$ cat src/rtl/pe_mac_fx.sv
// Fixed-point processing element: holds one matrix row in a local RAM and
// accumulates a saturating Q-format dot product against a broadcast vector.
module pe_mac_fx #(
    parameter int L_RAM_SIZE = 4,
    parameter int MUL_LAT    = 3,
    parameter int FRAC_BITS  = 16
) (
    input  logic                         aclk,
    input  logic                         aresetn,
    input  logic signed [31:0]           ain,
    input  logic        [31:0]           din,
    input  logic        [L_RAM_SIZE-1:0] addr,
    input  logic                         we,
    input  logic                         valid,
    output logic                         dvalid,
    output logic signed [31:0]           dout,
    output logic                         ovf
);

    localparam int DEPTH = 1 << L_RAM_SIZE;
    localparam logic signed [63:0] SMAX64 = 64'sh0000_0000_7FFF_FFFF;
    localparam logic signed [63:0] SMIN64 = -64'sh0000_0000_8000_0000;

    // Scales the full product back to Q-format and clips it to 32 bits.
    // Returns {saturated, value}.
    function automatic logic [32:0] sat_term(input logic signed [63:0] p);
        logic signed [63:0] t;
        t = p >>> FRAC_BITS;
        if (t > SMAX64) return {1'b1, 32'h7FFF_FFFF};
        if (t < SMIN64) return {1'b1, 32'h8000_0000};
        return {1'b0, t[31:0]};
    endfunction

    // 33-bit add clipped to the 32-bit signed range. Returns {saturated, value}.
    function automatic logic [32:0] sat_add(input logic signed [31:0] a,
                                            input logic signed [31:0] b);
        logic signed [32:0] s;
        s = {a[31], a} + {b[31], b};
        if (s[32] != s[31]) return {1'b1, (s[32] ? 32'h8000_0000 : 32'h7FFF_FFFF)};
        return {1'b0, s[31:0]};
    endfunction

    logic [31:0] lram [DEPTH];

    always_ff @(posedge aclk) begin
        if (we) lram[addr] <= din;
    end

    // Stage p0: capture the broadcast element and the row element together.
    // The asynchronous read sees the pre-write content when we and valid coincide.
    logic signed [31:0] a_p0;
    logic signed [31:0] w_p0;
    logic               vld_p0;

    always_ff @(posedge aclk) begin
        if (valid) begin
            a_p0 <= ain;
            w_p0 <= lram[addr];
        end
    end

    always_ff @(posedge aclk) begin
        if (!aresetn) vld_p0 <= 1'b0;
        else          vld_p0 <= valid;
    end

    // Stage p1..: product, registered MUL_LAT-1 times for retiming into the multiplier.
    logic signed [63:0] prod_p1;
    logic signed [63:0] prod_acc;
    logic               vld_acc;

    assign prod_p1 = a_p0 * w_p0;

    if (MUL_LAT == 1) begin : g_mul_direct
        assign prod_acc = prod_p1;
        assign vld_acc  = vld_p0;
    end else begin : g_mul_pipe
        logic signed [63:0] prod_pn [MUL_LAT-1];
        logic [MUL_LAT-2:0] vld_pn;

        always_ff @(posedge aclk) begin
            prod_pn[0] <= prod_p1;
            for (int i = 1; i < MUL_LAT-1; i++) prod_pn[i] <= prod_pn[i-1];
        end

        always_ff @(posedge aclk) begin
            if (!aresetn) begin
                vld_pn <= '0;
            end else begin
                vld_pn[0] <= vld_p0;
                for (int i = 1; i < MUL_LAT-1; i++) vld_pn[i] <= vld_pn[i-1];
            end
        end

        assign prod_acc = prod_pn[MUL_LAT-2];
        assign vld_acc  = vld_pn[MUL_LAT-2];
    end

    // Final stage: saturating accumulate; ovf is sticky until reset.
    logic signed [31:0] term;
    logic signed [31:0] sum;
    logic               term_sat;
    logic               sum_sat;

    assign {term_sat, term} = sat_term(prod_acc);
    assign {sum_sat, sum}   = sat_add(dout, term);

    always_ff @(posedge aclk) begin
        if (!aresetn) begin
            dvalid <= 1'b0;
            dout   <= '0;
            ovf    <= 1'b0;
        end else begin
            dvalid <= vld_acc;
            if (vld_acc) begin
                dout <= sum;
                if (term_sat || sum_sat) ovf <= 1'b1;
            end
        end
    end

endmodule

$ cat config.mk
export PLATFORM = sky130hd
export DESIGN_NAME = pe_mac_fx
export DESIGN_NICKNAME = d
export VERILOG_FILES = /design/src/rtl/pe_mac_fx.sv
export SDC_FILE = /design/constraint.sdc
export NUM_CORES = 2
export LEC_CHECK = 0
export ABC_AREA = 1
export ABC_CLOCK_PERIOD_IN_PS = 10450
export BUFFER_PORTS_ARGS = -buffer_cell sky130_fd_sc_hd__buf_2
export CORE_AREA = 2 2 335 337
export CTS_CLUSTER_DIAMETER = 60
export DETAILED_ROUTE_END_ITERATION = 8
export DIE_AREA = 0 0 337 339
export PLACE_DENSITY = 0.76
export SYNTH_ARGS = -nofsm -noshare
export SYNTH_HDL_FRONTEND = slang
export SYNTH_SLANG_ARGS = --single-unit
$ cat constraint.sdc
create_clock -name aclk -period 10.45 [get_ports aclk]
set_clock_uncertainty 0.15 [all_clocks]
set_input_delay 1.5675 -clock aclk [delete_from_list [all_inputs] [get_ports aclk]]
set_output_delay 1.5675 -clock aclk [all_outputs]
set_load 0.02 [all_outputs]
# After elaboration in Yosys (flattened, before gate mapping)
# Memories as Yosys holds them, arrays and structs flattened. A register that Yosys moved wholly into a read port is not among the register bits.
# Index checks and enable logic that the tools add are counted.
# Widths: inputs -> output; s select.
# word_totals
ramBits	640
reg_bits	69
wordCells	28
mem_count	2
# op_classes
magnitude_cmp	2
eq_ne	1
mul	1
n_reduce_logical	2
addsub	1
n_mux	13
# mem_list
name	depth	width	rd	rd_ports_with_merged_regs	wr	line_no	text
lram	16	32	1	1	1	43	logic [31:0] lram [DEPTH];
g_mul_pipe.prod_pn	2	64	2	0	2	78	logic signed [63:0] prod_pn [MUL_LAT-1];
# ops
op	count
$mux 33	6
$mul 32x32->64	1
$gt 48x32->1 const B	1
$lt 48x32->1 const B	1
$add 32x32->33	1
$mux 32	1
$mux 1	6
$reduce_and 2->1	1
$logic_or 1x1->1	1
$ne 1x1->1	1

# Longest topological paths before layout
# depth
ltp_word	11
depth_mapped	30
depth_no_buf	29

# Worst setup path after synthesis
# No wires, ideal clock.
# synth_timing
path_kind	register to register
startpoint	register a_p0[31]
endpoint	memory g_mul_pipe.prod_pn[0][55]
path_slack_ps	3135
stages_incl_launch_ff	26
setup_ps	113
period_less_slack_ps	7315
arrival_ps	7053
path_cell_list	edfxtp_1 -> clkbuf_1 -> nand2_1 -> inv_1 -> fa_1 -> fa_1 -> fa_1 -> fa_1 -> inv_1 -> fa_1 -> inv_1 -> fa_1 -> inv_1 -> fa_1 -> fa_1 -> inv_1 -> ha_1 -> nand2_1 -> nor2_1 -> inv_1 -> nor2_1 -> inv_1 -> nor4_1 -> nand2_1 -> nand4_1 -> nand2_1
# synth_lines
element	line_no	text
start, declared	51	logic signed [31:0] a_p0;
start signal, assigned	57	a_p0 <= ain;
end, declared	78	

==> impl_metrics.env <==
export IMPL_wire_per_inst_um=20.93
export IMPL_core_um2=110400
export IMPL_route_detailed_drc=0
export IMPL_drv_slew=0
export IMPL_dr_total_vias=46650
export IMPL_num_rows=122
export IMPL_gp_congestion=0.9853
export IMPL_rrSetupSlack_ns=2.00
export IMPL_crit_family="adder cells"
export IMPL_grt_start_max_net_pins=130
export IMPL_htree_num_levels=3
export IMPL_rsz0062_at_grt="false"
export IMPL_die_h_um=339
export IMPL_grt_pass1_wl_um=279600
export IMPL_firstDrtPassIters=6
export IMPL_cts_buffers=82
export IMPL_ys_seq_area_frac=0.3073
export IMPL_wl_um=175700
export IMPL_clk_latency_ns=0.70
export IMPL_crit_start="w_p0[2]$_DFFE_PP_"
export IMPL_grt_pass1_vias=49770
export IMPL_status="finished clean"
export IMPL_cts_sinks=709
export IMPL_synth_nets=8198
export IMPL_syn_area_um2=64960
export IMPL_post_cts_setup_buffers=0
export IMPL_finalCritPeriodShare=0.8083
export IMPL_fin_setup_tns_ns=0
export IMPL_synth_cells=6830
export IMPL_timing_rr_start="w_p0[2]$_DFFE_PP_"
export IMPL_ios=106
export IMPL_hpwl_um=127700
export IMPL_dieArea_um2=114200
export IMPL_crit_top_cell="fa_1"
export IMPL_clock_fmax_mhz=118.4
export IMPL_hold_viol_final=0
export IMPL_yosysWarnings=0
export IMPL_die_width_um=337
export IMPL_cts_buffer_depth=3
export IMPL_area_delta_synth_final_pct=7.587
export IMPL_numPortBuffers=105
export IMPL_max_stage_delay_ns=0.99
export IMPL_min_path_type="flip-flop to flip-flop"
export IMPL_path_clk_slew_ns=0.06
export IMPL_start_util=0.5886
export IMPL_holdPathEnd="g_mul_pipe.prod_pn[0][93]$_DFF_P_"
export IMPL_synth_seq_cells=709
export IMPL_ff2ff_path_depth=26
export IMPL_fin_hold_ws_ns=0.1680
export IMPL_ys_types=46
export IMPL_layout_setup_ws_ns=2.003
export IMPL_nNetsFinal=8206
export IMPL_crit_arrival_ns=8.82
export IMPL_fin_crit_ns=8.447
export IMPL_vias_per_cell=5.558
export IMPL_required_ns=10.83
export IMPL_cap_violations=0
export IMPL_crit_slowest_cell="fa_1"
export IMPL_max_slew_margin=0.1515
export IMPL_cts_resized_gates=0
export IMPL_avgSynthCellArea_um2=9.511
export IMPL_hold_depth=0
export IMPL_antenna_found_initial=3
export IMPL_preCtsSetupSlack_ns=2.053
export IMPL_ant_nets=0
export IMPL_crit_path_end_kind="flip-flop"
export IMPL_hold_buffers=0
export IMPL_overflow=0
export IMPL_grt_usage=0.3203
export IMPL_synth_flop_cell="edfxtp_1"
export IMPL_synth_edff_count=576
export IMPL_clock_root_buffer="clkbuf_16"
export IMPL_hp_start="g_mul_pipe.prod_pn[0][29]$_DFF_P_"
export IMPL_cp_max_fo=32
export IMPL_dr_first_iter_drc_count=4663
export IMPL_cp_buffers_inverters=8
export IMPL_worst_pin_slew_ns=1.273
export IMPL_cts_tree="built"
export IMPL_setup_viol=0
export IMPL_crit_path_start_kind="flip-flop"
export IMPL_r2r_end="g_mul_pipe.prod_pn[0][52]$_DFF_P_"
export IMPL_path_class="flip-flop to flip-flop"
export IMPL_drive_gt1_frac=0.05882
export IMPL_synthArstFlopShare=0
==> metal layers <==
layer | track usage | vias to the layer above | part of all wire
li1 | - | 20580 | -
met1 | 0.4196 | 23130 | 0.38
met2 | 0.5209 | 2356 | 0.47
met3 | 0.05394 | 575 | 0.090
met4 | 0.1541 | 0 | 0.053
met5 | 0 | - | 0
==> worst max path at each step <==
stage / end / depth (start not counted) / slack, ns
floorplan: g_mul_pipe.prod_pn[0][55]$_DFF_P_ / 25 / 3.13
global placement: g_mul_pipe.prod_pn[0][56]$_DFF_P_ / 25 / 2.21
detailed placement: g_mul_pipe.prod_pn[0][57]$_DFF_P_ / 25 / 2.05
CTS: g_mul_pipe.prod_pn[0][57]$_DFF_P_ / 23 / 2.04
global route: g_mul_pipe.prod_pn[0][52]$_DFF_P_ / 28 / 1.55
finish: g_mul_pipe.prod_pn[0][52]$_DFF_P_ / 26 / 2.00
==> metrics by stage <==
stage / instances / instance area, um2 / util
floorplan: 6830 / 64960 / -
global placement: 8242 / 67080 / 0.6078
detailed placement: 8242 / 67080 / 0.6078
CTS: 8390 / 69880 / 0.6332
global route: 8392 / 69890 / 0.6332
finish: 8393 / 69890 / 0.6333
==> cells by family (layout without fill, tap and decap cells) <==
group / Yosys count / after routing / synth area share
and+or+nand+nor: 2118 / 2118 / 0.1313
DFF: 709 / 709 / 0.3073
adders and majority gates: 1296 / 1296 / 0.3747
buffers and inverters: 2024 / 2096 / 0.1193
other: 0 / 3 / 0
AOI/OAI and AO/OA: 639 / 639 / 0.06154
xor gates and xnor gates: 44 / 44 / 0.005932
==> sequential cells by signal, indices dropped and copies added, names as in the netlist <==
signal / flops
dout: 32
g_mul_pipe.prod_pn: 96
vld_p0: 1
dvalid: 1
ovf: 1
g_mul_pipe.vld_pn: 2
lram: 512
a_p0: 32
w_p0: 32
==> cells in the final DEF (no fill, tap or decap), drive strengths merged, types with 3 or more instances in the layout <==
cell    count
nor3       15
buf       207
ha        214
or3        32
a21boi      8
fa       1082
a21o        5
nand4      25
o21ai      96
nand3     123
inv      1747
nor4       14
diode       3
or2        41
clkbuf     93
nand3b      9
xnor2      14
dfxtp     133
bufinv      8
a31oi       3
xor2       30
and3        3
o21bai     11
nor2      270
clkinv     40
edfxtp    576
a21oi     257
a22oi     256
and2        7
nand2    1579
==> worst register-to-register path: stages, from the launching register on <==
cell and delay, ns:
edfxtp_1 0.37, buf_4 0.26, nand2_1 0.20, inv_1 0.10, fa_1 0.61, fa_1 0.47
fa_1 0.77, fa_1 1.00, inv_1 0.41, fa_1 0.59, inv_1 0.06, fa_1 0.53
inv_1 0.05, fa_1 0.47, inv_1 0.05, fa_1 0.45, ha_1 0.45, nand2_1 0.11
nor2_1 0.17, inv_1 0.10, nor2_1 0.17, inv_1 0.10, nor2_1 0.17, and3_1 0.19
nand2_1 0.14, nand3_1 0.12, nand2_1 0.07
==> cells in the mapped netlist, types with 29 or more instances <==
cell type	instances	area (um2)
nand2_1	1575	5912
o21ai_0	95	475.5
a22oi_1	246	1847
edfxtp_1	576	17300
nor2_1	264	991.0
inv_1	1734	6509
dfxtp_1	133	2663
a21oi_1	248	1241
clkbuf_1	229	859.6
nand3_1	117	585.6
buf_2	30	150.1
xor2_1	30	262.8
ha_1	214	2678
or2_0	29	181.4
fa_1	1082	21660
or3_1	32	200.2
==> final cells by class <==
cell class,count,area (um2)
inverter,1741,6540
fill,8820,40480
antenna,3,7.507
clock inverter,55,690.7
clock buffer,93,2113
multi-input combinational,4097,37400
timing repair buffer,207,1319
tap,1488,1862
sequential,709,19960
Power is left out: the tool's default activity adds up to more than one toggle a clock period on the data nets, which glitch-free logic cannot reach.
